## src/rtl/sum4_pkg.sv

```systemverilog
// Shared types and constants for the sum4_sched sequencing controller.
package sum4_pkg;

  typedef enum logic [2:0] {
    IDLE,
    AB,
    C,
    D,
    HOLD
  } state_e;

  localparam int NUM_REQ = 2;

  // Field index inside a packed {d,c,b,a} operand word; the LSB is index*W.
  localparam int OP_A = 0;
  localparam int OP_B = 1;
  localparam int OP_C = 2;
  localparam int OP_D = 3;

  function automatic int field_lsb(input int field, input int w);
    return field * w;
  endfunction

endpackage

```

## src/rtl/sum4_datapath.sv

```systemverilog
// Shared accumulate datapath: one adder whose operands are steered by the
// current phase (AB: a+b, C: acc+c, D: acc+d).
module sum4_datapath
  import sum4_pkg::*;
#(
  parameter int W = 4
) (
  input  logic [W-1:0] op_a,
  input  logic [W-1:0] op_b,
  input  logic [W-1:0] op_c,
  input  logic [W-1:0] op_d,
  input  logic [W+1:0] acc,
  input  logic [2:0]   phase,
  input  logic         load,
  output logic [W+1:0] sum,
  output logic [W+1:0] acc_next
);

  logic [W+1:0] lhs;
  logic [W+1:0] rhs;

  // NOTE: every variable driven here gets a default first, so no path can
  // leave it unassigned and infer a latch.
  always_comb begin
    lhs = acc;
    rhs = '0;
    case (state_e'(phase))
      AB: begin
        lhs = {2'b00, op_a};
        rhs = {2'b00, op_b};
      end
      C:       rhs = {2'b00, op_c};
      D:       rhs = {2'b00, op_d};
      default: ;
    endcase
  end

  // Operands are zero-extended by two bits, so four maximal values never wrap.
  assign sum      = lhs + rhs;
  assign acc_next = load ? sum : acc;

endmodule

```

## src/rtl/sum4_sched.sv

```systemverilog
// Two-requester sequencer for the shared 4-operand accumulate datapath.
// Define SUM4_SCHED_RR_EN for round-robin arbitration; default is fixed priority.
module sum4_sched
  import sum4_pkg::*;
#(
  parameter int W = 4
) (
  input  logic                 clk,
  input  logic                 rst,
  input  logic [NUM_REQ-1:0]   req_valid,
  output logic [NUM_REQ-1:0]   req_ready,
  input  logic [4*W-1:0]       req0_ops,
  input  logic [4*W-1:0]       req1_ops,
  output logic                 out_valid,
  input  logic                 out_ready,
  output logic [W+1:0]         out_sum,
  output logic                 out_id,
  output logic                 busy
);

  state_e       state;
  state_e       state_next;
  logic [4*W-1:0] ops_q;
  logic         id_q;
  logic [W+1:0] acc;
  logic [W+1:0] acc_next;
  logic [W+1:0] dp_sum;
  logic         grant;
  logic         accept;
  logic         load;

`ifdef SUM4_SCHED_RR_EN
  logic last_q;

  // Reset value 1 makes requester 0 win the first tie.
  always_ff @(posedge clk) begin
    if (rst)         last_q <= 1'b1;
    else if (accept) last_q <= grant;
  end

  assign grant = (&req_valid) ? ~last_q : req_valid[1];
`else
  assign grant = ~req_valid[0];
`endif

  assign accept = (state == IDLE) && (|req_valid) && !rst;
  assign busy   = (state != IDLE);

  always_comb begin
    req_ready = '0;
    if (accept) req_ready = grant ? 2'b10 : 2'b01;
  end

  always_comb begin
    state_next = state;
    load       = 1'b0;
    unique case (state)
      IDLE: if (accept) state_next = AB;
      AB: begin
        load       = 1'b1;
        state_next = C;
      end
      C: begin
        load       = 1'b1;
        state_next = D;
      end
      D:       state_next = HOLD;
      HOLD:    if (out_valid && out_ready) state_next = IDLE;
      default: state_next = IDLE;
    endcase
  end

  sum4_datapath #(.W(W)) u_datapath (
    .op_a     (ops_q[field_lsb(OP_A, W) +: W]),
    .op_b     (ops_q[field_lsb(OP_B, W) +: W]),
    .op_c     (ops_q[field_lsb(OP_C, W) +: W]),
    .op_d     (ops_q[field_lsb(OP_D, W) +: W]),
    .acc      (acc),
    .phase    (state),
    .load     (load),
    .sum      (dp_sum),
    .acc_next (acc_next)
  );

  // NOTE: sequential state uses non-blocking assignments so every register
  // samples pre-edge values regardless of statement order.
  always_ff @(posedge clk) begin
    if (rst) begin
      state     <= IDLE;
      acc       <= '0;
      ops_q     <= '0;
      id_q      <= 1'b0;
      out_sum   <= '0;
      out_id    <= 1'b0;
      out_valid <= 1'b0;
    end else begin
      state <= state_next;
      acc   <= acc_next;
      if (accept) begin
        ops_q <= grant ? req1_ops : req0_ops;
        id_q  <= grant;
      end
      if (state == D) begin
        out_sum   <= dp_sum;
        out_id    <= id_q;
        out_valid <= 1'b1;
      end else if (state == HOLD && out_ready) begin
        out_valid <= 1'b0;
      end
    end
  end

endmodule

```

## config.mk

```make
export PLATFORM = sky130hd
export DESIGN_NAME = sum4_sched
export DESIGN_NICKNAME = d
export VERILOG_FILES = /design/src/rtl/sum4_pkg.sv /design/src/rtl/sum4_datapath.sv /design/src/rtl/sum4_sched.sv
export SDC_FILE = /design/constraint.sdc
export NUM_CORES = 1
export LEC_CHECK = 0
export CELL_PAD_IN_SITES_DETAIL_PLACEMENT = 1
export CELL_PAD_IN_SITES_GLOBAL_PLACEMENT = 1
export CORE_AREA = 2 2 79 81
export DETAILED_ROUTE_END_ITERATION = 8
export DIE_AREA = 0 0 81 83
export PLACE_DENSITY_LB_ADDON = 0.1
export REMOVE_ABC_BUFFERS = 1
export SYNTH_ARGS = -nofsm -noshare
export SYNTH_HDL_FRONTEND = slang
export SYNTH_SLANG_ARGS = --single-unit
```

## constraint.sdc

```tcl
create_clock -name clk -period 4.01 [get_ports clk]
set_input_delay 0.802 -clock clk [delete_from_list [all_inputs] [get_ports clk]]
set_output_delay 0.802 -clock clk [all_outputs]
set_load 0.01 [all_outputs]
```

==> results of run 1 <==
[power groups by stage]
stage / logic, W / clock network, W / registers [W]
after floorplan: 0.000331 / 0 / 0.000504
after global placement: 0.000502 / 0 / 0.000518
after detailed placement: 0.000506 / 0 / 0.000521
after CTS: 0.000513 / 0.000393 / 0.000513
after global routing: 0.000580 / 0.000410 / 0.000527
final: 0.000508 / 0.000384 / 0.000511
[cell type report]
cell class / instances / share of cell area (%)
Multi-Input combinational cell: 157 / 41.52
Sequential cell: 34 / 27.88
Timing Repair Buffer: 51 / 20.50
Tap cell: 75 / 3.844
Clock buffer: 5 / 2.819
Clock inverter: 3 / 2.819
Inverter: 4 / 0.6151
[final timing paths]
kind,cells after the start,from,end
max,3,rst,req_ready[1]
min,2,out_sum[0]$_SDFFE_PP0N_,out_sum[0]$_SDFFE_PP0N_
max reg2reg,10,state[1]$_SDFFE_PP0P_,acc[4]$_SDFFE_PP0N_
min reg2reg,2,out_sum[0]$_SDFFE_PP0N_,out_sum[0]$_SDFFE_PP0N_
[critical path: cells and delay by family]
family,cells,cell delay (ns)
buf+inv,2,1.11
simple gates,1,0.31
[state kept, by name, summed over array words and instances, names as in the netlist]
signal     cells
acc            6
out_valid      1
out_id         1
state          3
out_sum        6
id_q           1
ops_q         16
[cell usage in the layout (no fill, tap or decap), drive strengths merged, types with 2 or more instances in the layout]
cell and count:
clkdlybuf4s50 47, nor3 2, buf 4, nor4 2, and3 2, nor2 29, mux2 4, mux2i 16
o311ai 2, a21o 2, nand3b 6, nand3 3, a31oi 2, or2 2, nor3b 2, inv 4
bufinv 2, a21oi 10, a211oi 20, ha 4, xnor2 3, nand2 29, or4 2, or3 2
clkbuf 5, a22oi 4, dfxtp 34, nand2b 2
[stage by stage]
| step | hold slack, ns | total power (W) |
|---|---|---|
| after detailed placement | 0.4534 | 0.001027 |
| after global placement | 0.4464 | 0.001020 |
| after floorplan | 0.4262 | 0.0008349 |
| after global routing | 0.4886 | 0.001517 |
| after CTS | 0.4636 | 0.001419 |
| final | 0.4599 | 0.001403 |
[metal layers]
metal  routed length [µm]  track usage [%]  vias up
met4                   59            5.547        0
li1                     -                -      834
met5                    0                0        -
met1                 2192            18.82      751
met2                 2090            23.22       42
met3                  200            2.935        6
[cells by family (layout without fill, tap and decap cells)]
family / count (synthesis) / count (layout) / synth area share (%)
AO/OA/AOI/OAI: 43 / 43 / 16.83
XOR/XNOR: 3 / 3 / 1.473
adder cells (fa/ha/maj): 5 / 5 / 3.927
buffers and inverters: 21 / 63 / 5.048
flip-flops: 34 / 34 / 38.15
multiplexers: 20 / 20 / 11.50
AND/OR/NAND/NOR: 86 / 86 / 23.07
==> results.yml, run 1 <==
power:
  power_frac_seq_pct: 36.5
  comb_power_share_pct: 36.2
  power.share.clock_pct: 27.3
  intPower_w: 0.0009135
  cellLeakagePower_nw: 0.9419
  swShare_pct: 34.88
  p_per_area_nw_per_um2: 574.6
  peakVddDrop_mv: 0.1834
  p_sw_w: 0.0004892
clocking:
  post-cts-setup-buffer-count: 0
  clk_pin_slew_ns: 0.07
  cts_resized: 0
  clock_latency_ns: 0.29
  cts_tree: "built"
  root_buffer: "clkbuf_8"
  numCtsBuffers: 5
  cts_sinks: 34
  htreeDepth: 2
  cts.path.max_buffers: 2
  cts_hold_buf: 0
sta:
  relSlewSlack_pct: 52.01
  worst_slew_pin_slew_ns: 0.7181
  setup_violations: 0
  rsz0062_at_grt: "no"
  setup_tns_ns: 0
  slew_violations: 0
  setup_slack_ns: 0.9959
  hold_violations: 0
  skew_ns: 0.007549
  fmax_mhz: 331.8
  fin_crit_sh_pct: 75.16
  min_period_ns: 3.014
synth:
  synth_seq_area_share_pct: 38.15
  yosysTopAreaCell: "dfxtp_1"
  synth_most_common_cell: "dfxtp_1"
  ys.flop_type: "dfxtp_1"
  ys_top_cells_by_area: "dfxtp_1 38%, mux2i_1 9.0%, a211oi_1 8.4%"
  synth_cell_types: 37
  synthCells: 212
  synth_top_area_share_pct: 38.15
  synth_enable_flop_cells: 0
  synth.yosys.warnings: 0
  async_flop_share_pct: 0
  syn_avg_cell_area_um2: 8.416
  synth_seq_cells: 34
  synth_top_cells_by_count: "34 x dfxtp_1, 29 x nand2_1, 28 x nor2_1"
  synth_area_um2: 1784
routing:
  drtIter0Drc: 58
  finalWirelength_um: 4541
  firstDrtPassIters: 4
  drc: 0
  drt-vias-per-instance: 4.964
  vias: 1633
  drtAntennaViolNets: 0
  wl_per_cell_um: 13.80
final_layout:
  multi_input_area_um2: 1013
  final_cells: 329
  final_area_um2: 2441
  seq_area_um2: 680.7
  syn2layout_area_growth_pct: 36.82
  antennaDiodeCount: 0
  nFillCells: 713
  drive_gt1_share_pct: 7.480
  final_util_pct: 41.98
  nets: 295
setup_path:
  rrSetupSlack_ns: 1.12
  cp-start-kind: "input pin"
  setup.worst_path.class: "input pin to primary output"
  crit_fanout: 5
  required_ns: 3.21
  crit_arrival_ns: 2.21
  crit_path_max_incr_delay_ns: 0.59
  slowest_stage: "clkdlybuf4s50_1"
  path_cells: "clkdlybuf4s50_1, nor4_1, clkdlybuf4s50_1"
  crit_path_frequent_cell: "clkdlybuf4s50_1"
  endpoint_kind: "primary output"
floorplanning:
  initial_core_util_pct: 30.68
  die_y_um: 83
  fp.dieW_um: 81
  rows: 28
  die_area_um2: 6723
  top_level_ports: 48
  core_um2: 5816
global_routing:
  grt_pass1_vias: 1621
  overflow: 0
  track_usage_pct: 14.47
  grt_pass1_wl_um: 7707
  grt_max_degree: 38
  antenna_found_initial: 0
placement:
  dp_slack_ns: 0.9797
  gp_routability_congestion: 0.7273
  placedInstanceArea_um2: 2303
  dp_hpwl_um: 3295
  io_buffers: 47
  dp_cells: 321
run:
  drv_cap: 0
run_status:
  status: "finished, final reports clean"
min_path:
  hp-class: "register to register"
No activity file was read; power rests on OpenSTA's default activity.
==> run 2, diff against run 1 <==
==> constraint.sdc (replaced) <==
create_clock -name clk -period 2.45 [get_ports clk]
set_input_delay 0.49 -clock clk [delete_from_list [all_inputs] [get_ports clk]]
set_output_delay 0.49 -clock clk [all_outputs]
set_load 0.01 [all_outputs]
==> run 2 against run 1 <==
Routed wire length rose by 1.6%; non-clock buffer count rose by 14; final area rose by 3.9%; total power rose by 58%; worst setup slack worse by 0.91 ns; combinational power increased by 94%; sequential power grew 62%; sequential cell count did not move; critical path type is now register to register.
==> results.yml, run 2 (synthesis gave the netlist of run 1 again) <==
run_status:
  status: "finished, final reports clean"
min_path:
  hp-class: "register to register"
final_layout:
  top_regs: "ops_q: 16 flops, acc: 6 flops, out_sum: 6 flops"
  antennaDiodeCount: 0
  largest_reg_flops: 16
  drive_gt1_share_pct: 13.91
  syn2layout_area_growth_pct: 42.15
  final_util_pct: 43.61
  top_register: "ops_q"
  nets: 309
  layout_common_cells: "45 x clkdlybuf4s50_1, 32 x dfxtp_1, 29 x nand2_1"
  final_common_cell: "clkdlybuf4s50_1"
power:
  comb_power_share_pct: 44.3
  cellLeakagePower_nw: 1.008
  p_per_area_nw_per_um2: 874.6
  p_sw_w: 0.0007985
  power.share.clock_pct: 18.3
  intPower_w: 0.001420
  power_frac_seq_pct: 37.4
  peakVddDrop_mv: 0.2614
  swShare_pct: 36.00
global_routing:
  grt_pass1_wl_um: 7672
  grt_max_degree: 40
  antenna_found_initial: 0
  track_usage_pct: 14.53
  overflow: 0
  grt_pass1_vias: 1688
routing:
  vias: 1642
  wl_per_cell_um: 13.52
  finalWirelength_um: 4612
  drtAntennaViolNets: 0
  firstDrtPassIters: 4
  drtIter0Drc: 71
  drc: 0
  drt-vias-per-instance: 4.815
setup_path:
  path_buf_inv: 0
  worstSetupEndpoint: "acc[5]$_SDFFE_PP0N_"
  r2r-start: "state[0]$_SDFFE_PP0P_"
  rr_worst_depth: 8
  timing.rr.end: "acc[5]$_SDFFE_PP0N_"
  crit_fanout: 5
  cp-start-kind: "register"
  crit_path_frequent_cell: "nand2_1"
  crit_path_max_incr_delay_ns: 0.54
  rrSetupSlack_ns: 0.08
  endpoint_kind: "register"
  critical_path.top_delay_family: "simple AND/OR/NAND/NOR gates"
  cp.depth: 8
  path_cells: "or3b_2, nand2_1, nand2_1, ha_1, and3_1, a22oi_1, or4_1, a31oi_1"
  crit_arrival_ns: 2.58
  required_ns: 2.66
  slowest_stage: "or3b_2"
  setup.worst_path.class: "register to register"
  crit_path_start: "state[0]$_SDFFE_PP0P_"
sta:
  skew_ns: 0.003769
  rsz0062_at_grt: "no"
  fin_crit_sh_pct: 96.68
  fmax_mhz: 422.2
  slew_violations: 0
  hold_violations: 0
  worst_slew_pin_slew_ns: 0.4186
  setup_violations: 0
  relSlewSlack_pct: 72.09
  min_period_ns: 2.369
  setup_tns_ns: 0
  setup_slack_ns: 0.08143
run:
  drv_cap: 0
floorplanning:
  rows: 28
  core_um2: 5816
  die_area_um2: 6723
  initial_core_util_pct: 30.68
  fp.dieW_um: 81
  die_y_um: 83
  top_level_ports: 48
clocking:
  clk_pin_slew_ns: 0.07
  htreeDepth: 2
  root_buffer: "clkbuf_8"
  cts_sinks: 34
  post-cts-setup-buffer-count: 0
  cts.path.max_buffers: 2
  clock_latency_ns: 0.28
  cts_tree: "built"
  numCtsBuffers: 5
placement:
  dp_hpwl_um: 3478
  dp_slack_ns: -0.03600
  io_buffers: 47
  gp_routability_congestion: 0.7905
[run 2: cell count changes in the layout (fill, tap and decap cells not counted), moves of 2 or more]
| cell | previous run | this run |
|---|---|---|
| buf_4 | 4 | 16 |
| dfxtp_1 | 34 | 32 |
| dlygate4sd2_1 | 0 | 2 |
| buf_12 | 0 | 2 |
| clkdlybuf4s50_1 | 47 | 45 |
| bufinv_16 | 2 | 0 |
[run 2: worst reg2reg max path, cell delays in order, from the launching register on]
cell and delay, ns:
dfxtp_1 0.39, or3b_2 0.54, nand2_1 0.10, nand2_1 0.06, ha_1 0.30, and3_1 0.16, a22oi_1 0.11, or4_1 0.48
a31oi_1 0.16
[run 2: worst min-delay path by stage]
| stage | start | end | slack [ns] | cells after the start |
|---|---|---|---|---|
| floorplan | id_q$_SDFFE_PP0P_ | out_id$_SDFFE_PP0N_ | 0.43 | 2 |
| global placement | out_sum[2]$_SDFFE_PP0N_ | out_sum[2]$_SDFFE_PP0N_ | 0.44 | 2 |
| detailed placement | out_id$_SDFFE_PP0N_ | out_id$_SDFFE_PP0N_ | 0.45 | 2 |
| CTS | out_id$_SDFFE_PP0N_ | out_id$_SDFFE_PP0N_ | 0.46 | 2 |
| global route | out_id$_SDFFE_PP0N_ | out_id$_SDFFE_PP0N_ | 0.49 | 2 |
| finish | out_id$_SDFFE_PP0N_ | out_id$_SDFFE_PP0N_ | 0.46 | 2 |
[run 2: repair_timing]
action / in CTS / in global routing
setup endpoints to repair: 3 / 2
resized for setup: 3 / 6
hold buffers: 0 / 0
[run 2: routing by layer]
metal	up-vias	wire, µm	track usage [%]
met2	36	2181	24.19
met1	741	2194	17.86
li1	858	-	-
met4	0	64	4.622
met3	7	171	4.022
met5	-	0	0
[run 2: layout make-up]
type,instances,area (µm²)
fill,718,3279
multi-input combinational,157,1031
sequential,34,685.7
timing repair buffer,65,628.1
tap,75,93.84
clock buffer,6,82.58
inverter,4,15.01
[run 2: stage by stage]
stage | hold slack (ns) | instance area, µm² | total power, W | cells
2_1_floorplan | 0.4262 | 1709 | 0.001367 | 195
3_3_place_gp | 0.4450 | 2434 | 0.001809 | 335
6_report | 0.4566 | 2536 | 0.002218 | 341
5_1_grt | 0.4877 | 2536 | 0.002413 | 341
4_1_cts | 0.4605 | 2515 | 0.002243 | 341
3_5_place_dp | 0.4510 | 2434 | 0.001824 | 335
[run 2: power by group through the flow]
stage               clock (W)  combinational, W  sequential (W)
global route         0.000447           0.00111        0.000854
global placement            0          0.000969        0.000841
finish               0.000406          0.000983        0.000830
detailed placement          0          0.000984        0.000840
CTS                  0.000424          0.000990        0.000829
floorplan                   0          0.000542        0.000825
